--- config.mk ---
export PLATFORM = sky130hd
export DESIGN_NAME = hazard_unit
export DESIGN_NICKNAME = d
export VERILOG_FILES = /design/src/rtl/hazard_unit.sv
export SDC_FILE = /design/constraint.sdc
export NUM_CORES = 1
export LEC_CHECK = 0
export CAP_MARGIN = 40
export CORE_ASPECT_RATIO = 0.5
export CORE_MARGIN = 1
export CORE_UTILIZATION = 60
export DETAILED_ROUTE_END_ITERATION = 10
export DONT_BUFFER_PORTS = 1
export GPL_TIMING_DRIVEN = 0
export PLACE_DENSITY_LB_ADDON = 0.15
export SLEW_MARGIN = 20
export SYNTH_ARGS = -nofsm -noshare
export SYNTH_HDL_FRONTEND = slang
export SYNTH_SLANG_ARGS = --single-unit
--- constraint.sdc ---
create_clock -name clk -period 2.9 [get_ports clk]
set_clock_uncertainty 0.1 [all_clocks]
set_input_delay 0.58 -clock clk [delete_from_list [all_inputs] [get_ports clk]]
set_output_delay 0.58 -clock clk [all_outputs]
set_load 0.01 [all_outputs]
--- src/rtl/hazard_unit.sv ---
// rtl/hazard_unit.sv - pipeline hazard detection, operand forwarding and stall/flush event counters
//
// Purpose:
//   Tracks a shadow copy of the register usage of the instructions in the
//   execute, memory and writeback slots. From those slots and the decode-stage
//   register fields it produces the execute-stage forwarding selects and the
//   fetch/decode stall and decode/execute flush controls. It also counts stall
//   cycles and taken-branch cycles for performance debug.
//
// Ports:
//   clk, rst                  clock (rising edge), asynchronous active-low reset
//   Rs1D, Rs2D, RdD           register fields of the instruction in decode
//   RegWriteD, ResultSrcD     decode instruction writes Rd / is a load
//   PCSrcE                    taken branch resolved in execute
//   ForwardA_E, ForwardB_E    00 RD1/RD2_E, 01 ResultW, 10 ALUResultM
//   StallF, StallD            hold PC / hold IF-ID register
//   FlushD, FlushE            clear IF-ID / clear ID-EX register
//   StallCount, FlushCount    saturating event counters
module hazard_unit #(
  parameter int CNT_W = 16
) (
  input  logic             clk,
  input  logic             rst,
  input  logic [4:0]       Rs1D,
  input  logic [4:0]       Rs2D,
  input  logic [4:0]       RdD,
  input  logic             RegWriteD,
  input  logic             ResultSrcD,
  input  logic             PCSrcE,
  output logic [1:0]       ForwardA_E,
  output logic [1:0]       ForwardB_E,
  output logic             StallF,
  output logic             StallD,
  output logic             FlushD,
  output logic             FlushE,
  output logic [CNT_W-1:0] StallCount,
  output logic [CNT_W-1:0] FlushCount
);

  localparam logic [CNT_W-1:0] CNT_ONE = CNT_W'(1);
  localparam logic [CNT_W-1:0] CNT_MAX = '1;

  // Shadow pipeline slots
  logic [4:0] e_rs1;
  logic [4:0] e_rs2;
  logic [4:0] e_rd;
  logic       e_regwrite;
  logic       e_load;
  logic [4:0] m_rd;
  logic       m_regwrite;
  logic [4:0] w_rd;
  logic       w_regwrite;

  logic       lw_stall;

  always_ff @(posedge clk or negedge rst) begin
    if (!rst) begin
      e_rs1      <= '0;
      e_rs2      <= '0;
      e_rd       <= '0;
      e_regwrite <= 1'b0;
      e_load     <= 1'b0;
      m_rd       <= '0;
      m_regwrite <= 1'b0;
      w_rd       <= '0;
      w_regwrite <= 1'b0;
      StallCount <= '0;
      FlushCount <= '0;
    end else begin
      w_rd       <= m_rd;
      w_regwrite <= m_regwrite;
      m_rd       <= e_rd;
      m_regwrite <= e_regwrite;
      if (FlushE) begin
        // Bubble: a slot that writes nothing and loads nothing
        e_rs1      <= '0;
        e_rs2      <= '0;
        e_rd       <= '0;
        e_regwrite <= 1'b0;
        e_load     <= 1'b0;
      end else begin
        e_rs1      <= Rs1D;
        e_rs2      <= Rs2D;
        e_rd       <= RdD;
        e_regwrite <= RegWriteD;
        e_load     <= ResultSrcD;
      end
      if (StallD && StallCount != CNT_MAX) begin
        StallCount <= StallCount + CNT_ONE;
      end
      if (PCSrcE && FlushCount != CNT_MAX) begin
        FlushCount <= FlushCount + CNT_ONE;
      end
    end
  end

  always_comb begin
    // Memory stage is younger than writeback, so it wins when both match
    ForwardA_E = 2'b00;
    if (m_regwrite && m_rd != 5'd0 && m_rd == e_rs1) begin
      ForwardA_E = 2'b10;
    end else if (w_regwrite && w_rd != 5'd0 && w_rd == e_rs1) begin
      ForwardA_E = 2'b01;
    end

    ForwardB_E = 2'b00;
    if (m_regwrite && m_rd != 5'd0 && m_rd == e_rs2) begin
      ForwardB_E = 2'b10;
    end else if (w_regwrite && w_rd != 5'd0 && w_rd == e_rs2) begin
      ForwardB_E = 2'b01;
    end

    // A taken branch squashes the decode consumer anyway, so it cancels the stall
    lw_stall = e_load && (e_rd != 5'd0) && ((e_rd == Rs1D) || (e_rd == Rs2D)) && !PCSrcE;

    StallF = lw_stall;
    StallD = lw_stall;
    FlushD = PCSrcE;
    FlushE = lw_stall | PCSrcE;
  end

endmodule
==> out/qor.txt, run 1 <==
Detailed Routing Iterations Pass 1 - 4
routed metal-1 wire length - 2.30 mm
post-synthesis share of cell area spent on and, or, nand and nor gates - 21.5%
cell area power density - 637 nW/µm²
core region area - 4510 µm²
Crit path required time - 2220 ps
Worst Hold Class - input port to asynchronous set/reset pin
Num CTS Buffers - 9
upper clock frequency limit - 362 MHz
number of nets with antenna violations after routing - 0
fraction of the mapped netlist area in compound gates - 4.33%
Crit path arrival time - 2080 ps
DPL Wire Length - 3.85 mm
antenna violations before repair - 0
critical setup path kind - flip-flop to primary output
number of buffers between clock root and the deepest sink - 2
number of enable-type register cells in the synthesized netlist - 0
synth-to-layout area growth - 12.1%
depth of the worst register-to-register path - 5
yosys warns - 0
overall global routing resource usage - 24.0%
met3 layer wire length in the routed design - 378 µm
number of placed I/O pins - 60
CTS root buffer - sky130_fd_sc_hd__clkbuf_8
Top FF cell, synth - sky130_fd_sc_hd__dfrtp_1
cell count after synthesis - 254
worst-path cell chain - or4_4, o21a_4, a21oi_4, buf_6, inv_1
Tightest Pin Transition - 725 ps
CTS tree - done
final slew viol count - 0
Hold WS - 7.61 ps
max-cap violations - 0
cell area after synthesis - 2890 µm²
top-area cell type share of the netlist area - 52.8%
Clock Latency Late Sink - 330 ps
total number of vias - 1,906
CTS clock-pin slew for the worst setup and hold paths - 70 ps
Post-Synthesis Mean Instance Area - 11.4 µm²
relative max-transition margin - 51.2%
leakage power figure - 1.42 nW
routed len/inst - 16.1 µm
H-tree levels - 3
Final Wtd Congestion - 0.810
Crit. path cell count - 5
grt ovf - 0
Die W - 100 µm
multiplexer area fraction after synthesis - 0.779%
Final TNS setup - 0 ps
chip height - 51.1 µm
count of state elements after synthesis - 61
vias in the first global route - 1,915
sum of buffers and inverters on the critical path - 2
maximum fanout along the worst path - 10
Detail Route met2 WL - 2.71 mm
syn_nets - 276
part of the Yosys area used for sequential elements - 52.8%
DRC errors left - 0
unrepaired setup endpoints after global routing - no
pin count of the biggest net entering global routing - 62
final hold violation count - 0
delay of the slowest cell on the worst path - 580 ps
ratio of cells with drive above 1 in the final layout - 18.8%
period utilisation layout - 95.2%
Inserted Diodes - 0
kind of end point of the critical path - primary output
Total Die Area - 5120 µm²
# nets final - 290
clock net sink count - 61
Worst path slowest cell - sky130_fd_sc_hd__or4_4
routed wire length - 5.45 mm
starting density of the core - 64.1%
kind of cell adding the most delay to the critical path - simple AND/OR/NAND/NOR gates
detail-routed via count per cell - 5.64
number of setup violations in the final report - 0
global-route wire length before repair - 8.97 mm
adder-cell share of the synthesized area - 0.865%
Synth Area in XOR/XNOR - 17.9%
Peak VDD IR - 0.431 mV
largest family of logic cells by synthesized area - simple AND/OR/NAND/NOR gates
top sig layer - met4
most area-consuming cells after synthesis - sky130_fd_sc_hd__dfrtp_1 53%, sky130_fd_sc_hd__xnor2_1 12%, sky130_fd_sc_hd__xor2_1 5.8%, sky130_fd_sc_hd__and2_2 4.4%, sky130_fd_sc_hd__nand3_1 4.0%
Post-synth ARST share - 100%
outcome - completed
row count - 17
startpoint kind of the worst setup timing path - flip-flop
Min Clock Period, post-route - 2760 ps
post-synth top area cell - sky130_fd_sc_hd__dfrtp_1
distinct cell type count of the synthesized netlist - 37
count of buffers from port buffering - 0
starting DRC count in detailed routing - 43
## flip-flops by register name, indices dropped and copies added (netlist names), 5 cells and up
register,cells
StallCount,16
m_rd,5
e_rs2,5
e_rs1,5
w_rd,5
e_rd,5
FlushCount,16
## metal layers
layer	track usage, %	vias up
met2	41.1	50
met1	26.8	942
met5	0	-
met3	11.5	8
li1	-	906
met4	7.97	0
## layout by cell type (no fill, tap or decap), types with 2 or more instances in the layout
master,n
sky130_fd_sc_hd__mux2_2,2
sky130_fd_sc_hd__and4_1,4
sky130_fd_sc_hd__and3_1,9
sky130_fd_sc_hd__nand4_1,7
sky130_fd_sc_hd__xor2_1,19
sky130_fd_sc_hd__nor2_1,11
sky130_fd_sc_hd__nand2_1,16
sky130_fd_sc_hd__ha_1,2
sky130_fd_sc_hd__clkbuf_8,11
sky130_fd_sc_hd__buf_4,5
sky130_fd_sc_hd__or4_1,4
sky130_fd_sc_hd__nor4_1,2
sky130_fd_sc_hd__nor3_1,3
sky130_fd_sc_hd__xnor2_1,40
sky130_fd_sc_hd__inv_1,5
sky130_fd_sc_hd__clkinv_2,2
sky130_fd_sc_hd__nand4b_1,2
sky130_fd_sc_hd__dfrtp_1,61
sky130_fd_sc_hd__and2_2,17
sky130_fd_sc_hd__o21ai_0,3
sky130_fd_sc_hd__nor4_2,2
sky130_fd_sc_hd__nand3_1,23
## report_power, final
part | total (W) | switching [W] | internal, W
sequential | 0.00108 | 0.000140 | 0.000937
combinational | 0.000238 | 0.000117 | 0.000121
clock | 0.000750 | 0.000315 | 0.000436
## repair_timing
action | 4_1_cts | 5_1_grt
hold buffers | 1 | 0
hold endpoints to repair | 61 | 0
setup endpoints to repair | 1 | 3
resized for setup | 2 | 3
buffers inserted | 0 | 2
pin swaps | 1 | 1
## layout make-up
class                           count  area, µm²
Sequential cell                    61       1530
Multi-Input combinational cell    183       1330
Clock buffer                       11        151
Tap cell                           66       82.6
Buffer                              5       38.8
Fill cell                         336       1270
Timing Repair Buffer                3       42.5
Inverter                            5       18.8
Clock inverter                      4       47.5
## synthesized netlist by cell type, drive strengths merged (2+ instances only)
library cell,n
mux2,2
nand3,23
xnor2,40
and4,4
nor3,3
buf,5
o21ai,5
nand2,16
ha,2
dfrtp,61
and2,18
inv,5
nand4,7
nand4b,2
a2111oi,2
nor4,4
nor2,12
and3,9
or4,5
xor2,19
## path summary, 6_finish.rpt
| kind | from | to | slack, ps |
|---|---|---|---|
| max | e_rd[1]$_DFF_PN0_ | FlushE | 140 |
| min | rst | FlushCount[9]$_DFFE_PN0P_ | 8 |
| max reg2reg | e_rd[1]$_DFF_PN0_ | StallCount[1]$_DFFE_PN0P_ | 780 |
| min reg2reg | e_regwrite$_DFF_PN0_ | m_regwrite$_DFF_PN0_ | 260 |
| max in group asynchronous | rst | StallCount[13]$_DFFE_PN0P_ | 2440 |
| min in group clk | e_regwrite$_DFF_PN0_ | m_regwrite$_DFF_PN0_ | 260 |
## cell families after synthesis
kind of cell	Yosys count
flops	61
xor+xnor	59
buf+inv	10
simple gates	107
mux	2
fa+ha+maj	2
compound gates	13
## metrics by stage
| stage | worst slack (ps) | instances | total power [W] | area, µm² | util, % |
|---|---|---|---|---|---|
| after global placement | 206 | 320 | 0.00129 | 2970 | 66.0 |
| after floorplan | 437 | 254 | 0.00125 | 2890 | - |
| after global routing | 50.5 | 338 | 0.00216 | 3240 | 71.9 |
| final | 138 | 338 | 0.00207 | 3240 | 71.9 |
| after detailed placement | 181 | 320 | 0.00131 | 2970 | 66.0 |
| after CTS | 32.7 | 336 | 0.00208 | 3210 | 71.2 |
(Power assumes the default switching activity.)
==> run 2: changes to the inputs <==
--- a/config.mk
+++ b/config.mk
@@ -8,11 +8,12 @@
 export CAP_MARGIN = 40
 export CORE_ASPECT_RATIO = 0.5
 export CORE_MARGIN = 1
-export CORE_UTILIZATION = 60
+export CORE_UTILIZATION = 56
 export DETAILED_ROUTE_END_ITERATION = 10
 export DONT_BUFFER_PORTS = 1
 export GPL_TIMING_DRIVEN = 0
 export PLACE_DENSITY_LB_ADDON = 0.15
+export REMOVE_ABC_BUFFERS = 1
 export SLEW_MARGIN = 20
 export SYNTH_ARGS = -nofsm -noshare
 export SYNTH_HDL_FRONTEND = slang
==> constraint.sdc (replaced) <==
create_clock -name clk -period 2.37 [get_ports clk]
set_clock_uncertainty 0.1 [all_clocks]
set_input_delay 0.474 -clock clk [delete_from_list [all_inputs] [get_ports clk]]
set_output_delay 0.474 -clock clk [all_outputs]
set_load 0.01 [all_outputs]
==> run 2 against run 1 <==
Net effect:
- the flow now finishes with violations (setup timing)
- critical endpoint is now ForwardA_E[0]
- sequential cell count stayed put
- final area grew 2.1%
- highest routed layer unchanged
- wire length down 0.94%
- total power increased by 19%
- global-route usage down 2.3 points
- combinational power grew 31%
- sequential power is 22% higher
- via count rose by 1.4%
- worst hold slack better by 160 ps
- utilization shrank 5.1 points
==> out/qor.txt, run 2 (synthesis results as in run 1) <==
Crit path required time - 1800 ps
area of the multi-input gates - 1370 µm²
max-cap violations - 0
switching power total - 0.000718 W
Worst Hold Class - input port to flip-flop
number of placed I/O pins - 60
cell area power density - 742 nW/µm²
cell-internal power - 0.00174 W
H-tree levels - 3
period utilisation layout - 104%
Sequential Area - 1530 µm²
upper clock frequency limit - 407 MHz
DPL Wire Length - 3.54 mm
Setup Slack @ Placement - -92.1 ps
vias in the first global route - 1,888
largest registers - FlushCount x16, StallCount x16
starting density of the core - 58.4%
synth-to-layout area growth - 14.5%
detail-routed via count per cell - 5.54
most common cell after layout, fill and taps aside - sky130_fd_sc_hd__dfrtp_1
CTS tree - done
total number of vias - 1,933
outcome - complete, but fails checks
Clock Latency Late Sink - 340 ps
antenna violations before repair - 0
most frequent cells in the layout - 61 x sky130_fd_sc_hd__dfrtp_1, 40 x sky130_fd_sc_hd__xnor2_1, 23 x sky130_fd_sc_hd__nand3_1, 19 x sky130_fd_sc_hd__xor2_1, 17 x sky130_fd_sc_hd__and2_2
row count - 18
Total Die Area - 5470 µm²
clock net sink count - 61
number of nets with antenna violations after routing - 0
Final Wtd Congestion - 0.836
overall power consumption - 0.00246 W
Num CTS Buffers - 9
Die W - 104 µm
Inserted Diodes - 0
number of buffers between clock root and the deepest sink - 2
startpoint kind of the worst setup timing path - flip-flop
starting DRC count in detailed routing - 111
core region area - 4950 µm²
final slew viol count - 0
chip height - 52.8 µm
worst hold path stage count - 1
Detailed Routing Iterations Pass 1 - 4
worst path setup slack after routing - -89.2 ps
routed len/inst - 15.5 µm
ratio of cells with drive above 1 in the final layout - 21.5%
part of the power in the clock network - 33.5%
global-route wire length before repair - 8.76 mm
critical setup path kind - flip-flop to primary output
kind of end point of the critical path - primary output
pin count of the biggest net entering global routing - 62
area of placed instances - 2940 µm²
routed wire length - 5.40 mm
final cell area excluding filler cells - 3310 µm²
sequential group share of total power - 53.8%
relative max-transition margin - 62.2%
leakage power figure - 1.44 nW
Peak VDD IR - 0.532 mV
grt ovf - 0
CTS root buffer - sky130_fd_sc_hd__clkbuf_8
switching power share of the total - 29.2%
count of buffers from port buffering - 0
number of setup violations in the final report - 2
final hold violation count - 0
failing checks - setup timing
Tightest Pin Transition - 563 ps
DRC errors left - 0
overall global routing resource usage - 21.7%
unrepaired setup endpoints after global routing - yes
# nets final - 296
fillcell total - 384
maximum fanout along the worst path - 3
part of the power in combinational logic - 12.7%
CTS clock-pin slew for the worst setup and hold paths - 70 ps
depth of the worst register-to-register path - 6
Crit path arrival time - 1890 ps
Min Clock Period, post-route - 2460 ps
run 2: power by group through the flow:
stage	clock network (W)	registers [W]	logic, W
final	0.000823	0.00132	0.000311
after global routing	0.000898	0.00134	0.000353
after CTS	0.000846	0.00132	0.000293
after detailed placement	0	0.00134	0.000250
after global placement	0	0.00134	0.000235
after floorplan	0	0.00131	0.000210
run 2: routing by layer:
| layer | wire length [µm] | up-vias | global-route usage [%] | share of wire, % |
|---|---|---|---|---|
| met5 | 0 | - | 0 | 0 |
| met4 | 44 | 0 | 9.18 | 0.81 |
| met3 | 327 | 7 | 9.81 | 6.1 |
| met2 | 2680 | 49 | 36.2 | 50 |
| met1 | 2340 | 957 | 24.9 | 43 |
| li1 | - | 920 | - | - |
run 2: path summary, 6_finish.rpt:
check | start | slack [ps] | endpoint
worst max-delay path | m_rd[1]$_DFF_PN0_ | -90 | ForwardA_E[0]
worst min-delay path | RdD[1] | 170 | e_rd[1]$_DFF_PN0_
worst max register to register | e_rd[2]$_DFF_PN0_ | 200 | StallCount[1]$_DFFE_PN0P_
worst min register to register | e_regwrite$_DFF_PN0_ | 250 | m_regwrite$_DFF_PN0_
max in group asynchronous | rst | 1350 | StallCount[4]$_DFFE_PN0P_
min in group asynchronous | rst | 570 | m_regwrite$_DFF_PN0_
run 2: layout make-up:
class / instances / area share (%)
Clock inverter: 4 / 0.681
Clock buffer: 12 / 4.69
Sequential cell: 61 / 46.1
Timing Repair Buffer: 14 / 3.86
Tap cell: 70 / 2.65
Inverter: 5 / 0.567
Multi-Input combinational cell: 183 / 41.4
run 2: repair_timing:
item	4_1_cts	5_1_grt
hold buffers	2	0
gates resized for setup	4	8
pin swaps	5	5
hold endpoints to repair	61	0
buffers inserted	5	7
endpoints found under the setup margin	5	7
run 2: stage by stage:
step / instances / hold WS, ps / TNS [ps] / utilization (%)
2_1_floorplan: 249 / 78.4 / 0 / -
3_3_place_gp: 319 / 79.6 / -156 / 59.4
3_5_place_dp: 319 / 79.5 / -251 / 59.4
4_1_cts: 342 / 154 / -220 / 64.9
5_1_grt: 349 / 152 / -385 / 66.8
6_report: 349 / 171 / -171 / 66.8
run 2: worst max-delay path, stage by stage (launching register included):
cell	delay [ps]
sky130_fd_sc_hd__dfrtp_1	390
sky130_fd_sc_hd__or4_1	540
sky130_fd_sc_hd__o21ai_2	180
sky130_fd_sc_hd__nor4_2	110
sky130_fd_sc_hd__nor4_4	330
==> run 3: changes to the inputs <==
--- a/config.mk
+++ b/config.mk
@@ -13,7 +13,7 @@
 export DONT_BUFFER_PORTS = 1
 export GPL_TIMING_DRIVEN = 0
 export PLACE_DENSITY_LB_ADDON = 0.15
-export REMOVE_ABC_BUFFERS = 1
+export RECOVER_POWER = 50
 export SLEW_MARGIN = 20
 export SYNTH_ARGS = -nofsm -noshare
 export SYNTH_HDL_FRONTEND = slang
==> run 3 against run 2 <==
Net effect:
- the run still ends with setup timing left
- setup slack gained 60 ps
- worst hold slack gained 1.2 ps
- final area grew 2.5%
- non-clock buffer count grew 7
- first-iteration DRC count shrank 29%
- critical path depth is the same
- cell count grew 1.7%
- critical endpoint unchanged
- largest cell class unchanged
- largest power group unchanged
==> out/qor.txt, run 3 (synthesis results as in run 1) <==
outcome - complete, but fails checks
failing checks - setup timing
pin count of the biggest net entering global routing - 62
CTS clock-pin slew for the worst setup and hold paths - 70 ps
Clock Latency Late Sink - 340 ps
worst-path cell chain - or4_1, o21ai_2, nor4_2, nor4_4
delay of the slowest cell on the worst path - 560 ps
Peak VDD IR - 0.529 mV
core region area - 4950 µm²
kind of end point of the critical path - primary output
Final Wtd Congestion - 0.798
Die W - 104 µm
synth-to-layout area growth - 17.3%
Total Die Area - 5470 µm²
Crit path arrival time - 1820 ps
overall power consumption - 0.00243 W
routed wire length - 5.56 mm
depth of the worst register-to-register path - 6
number of nets with antenna violations after routing - 0
count of buffers from port buffering - 0
antenna violations before repair - 0
final hold violation count - 0
worst hold path stage count - 1
Hold WS - 172 ps
number of placed I/O pins - 60
relative max-transition margin - 62.7%
Detailed Routing Iterations Pass 1 - 4
worst path setup slack after routing - -28.9 ps
largest registers - FlushCount x16, StallCount x16
CTS root buffer - sky130_fd_sc_hd__clkbuf_8
most common cell after layout, fill and taps aside - sky130_fd_sc_hd__dfrtp_1
final cell area excluding filler cells - 3390 µm²
Inserted Diodes - 0
final slew viol count - 0
area of placed instances - 2980 µm²
Worst R2R Setup Slack - 170 ps
detail-routed via count per cell - 5.47
clock net sink count - 61
upper clock frequency limit - 417 MHz
CTS tree - done
period utilisation layout - 101%
cell area power density - 717 nW/µm²
total number of vias - 1,943
Worst path slowest cell - sky130_fd_sc_hd__or4_1
starting DRC count in detailed routing - 79
number of setup violations in the final report - 2
most frequent cells in the layout - 59 x sky130_fd_sc_hd__dfrtp_1, 38 x sky130_fd_sc_hd__xnor2_1, 23 x sky130_fd_sc_hd__nand3_1, 19 x sky130_fd_sc_hd__xor2_1, 17 x sky130_fd_sc_hd__and2_2
row count - 18
H-tree levels - 3
global-route wire length before repair - 8.98 mm
Worst Hold Class - input port to flip-flop
DPL Wire Length - 3.81 mm
vias in the first global route - 1,916
Tightest Pin Transition - 555 ps
Crit path required time - 1800 ps
overall global routing resource usage - 22.4%
routed len/inst - 15.7 µm
DRC errors left - 0
critical setup path kind - flip-flop to primary output
Min Clock Period, post-route - 2400 ps
chip height - 52.8 µm
unrepaired setup endpoints after global routing - yes
Num CTS Buffers - 9
ratio of cells with drive above 1 in the final layout - 26.3%
startpoint kind of the worst setup timing path - flip-flop
number of buffers between clock root and the deepest sink - 2
grt ovf - 0
Layout Utilization - 68.4%
maximum fanout along the worst path - 4
# nets final - 303
starting density of the core - 58.4%
max-cap violations - 0
leakage power figure - 1.50 nW
==> run 3: cell type report <==
| class | instances | area, µm² |
|---|---|---|
| Multi-Input combinational cell | 183 | 1410 |
| Sequential cell | 61 | 1530 |
| Clock buffer | 10 | 138 |
| Buffer | 4 | 35.0 |
| Clock inverter | 5 | 27.5 |
| Tap cell | 70 | 87.6 |
| Fill cell | 379 | 1560 |
| Inverter | 5 | 18.8 |
| Timing Repair Buffer | 17 | 150 |
==> run 3: path summary, 6_finish.rpt <==
| kind | startpoint | to |
|---|---|---|
| min in group asynchronous | rst | e_regwrite$_DFF_PN0_ |
| min reg2reg | e_regwrite$_DFF_PN0_ | m_regwrite$_DFF_PN0_ |
| min | RdD[1] | e_rd[1]$_DFF_PN0_ |
| max in group asynchronous | rst | e_rd[0]$_DFF_PN0_ |
| max reg2reg | e_rd[2]$_DFF_PN0_ | StallCount[1]$_DFFE_PN0P_ |
| max | m_rd[1]$_DFF_PN0_ | ForwardA_E[0] |
==> run 3: per-stage QoR <==
stage,instances,setup slack (ps),TNS [ps]
2_1_floorplan,254,96.3,0
3_3_place_gp,324,-130,-136
3_5_place_dp,324,-149,-286
4_1_cts,349,-89.1,-234
5_1_grt,355,-86.7,-288
6_report,355,-28.9,-53.5
==> run 3: routing by layer <==
metal | up-vias | GRT usage [%] | share of wire (%)
met4 | 0 | 11.6 | 2.2
li1 | 929 | - | -
met1 | 965 | 26.1 | 44
met2 | 36 | 36.6 | 48
met3 | 13 | 9.07 | 5.6
met5 | - | 0 | 0
==> run 3: report_power, final <==
group          switching [W]  total [W]  internal [W]
clock               0.000390   0.000784      0.000394
sequential          0.000173    0.00132       0.00115
combinational       0.000156   0.000325      0.000169
==> run 3: what timing repair did <==
item / CTS / global route
setup endpoints to repair: 5 / 5
buffers inserted: 8 / 7
endpoints found under the hold margin: 61 / 0
resized for setup: 19 / 6
hold buffers: 2 / 0
pin swaps: 7 / 7
==> run 3: worst max-delay path, delay by kind of cell (launching register included) <==
family,cells,cell delay (ps)
flops,1,420
simple gates,3,870
compound gates,1,200
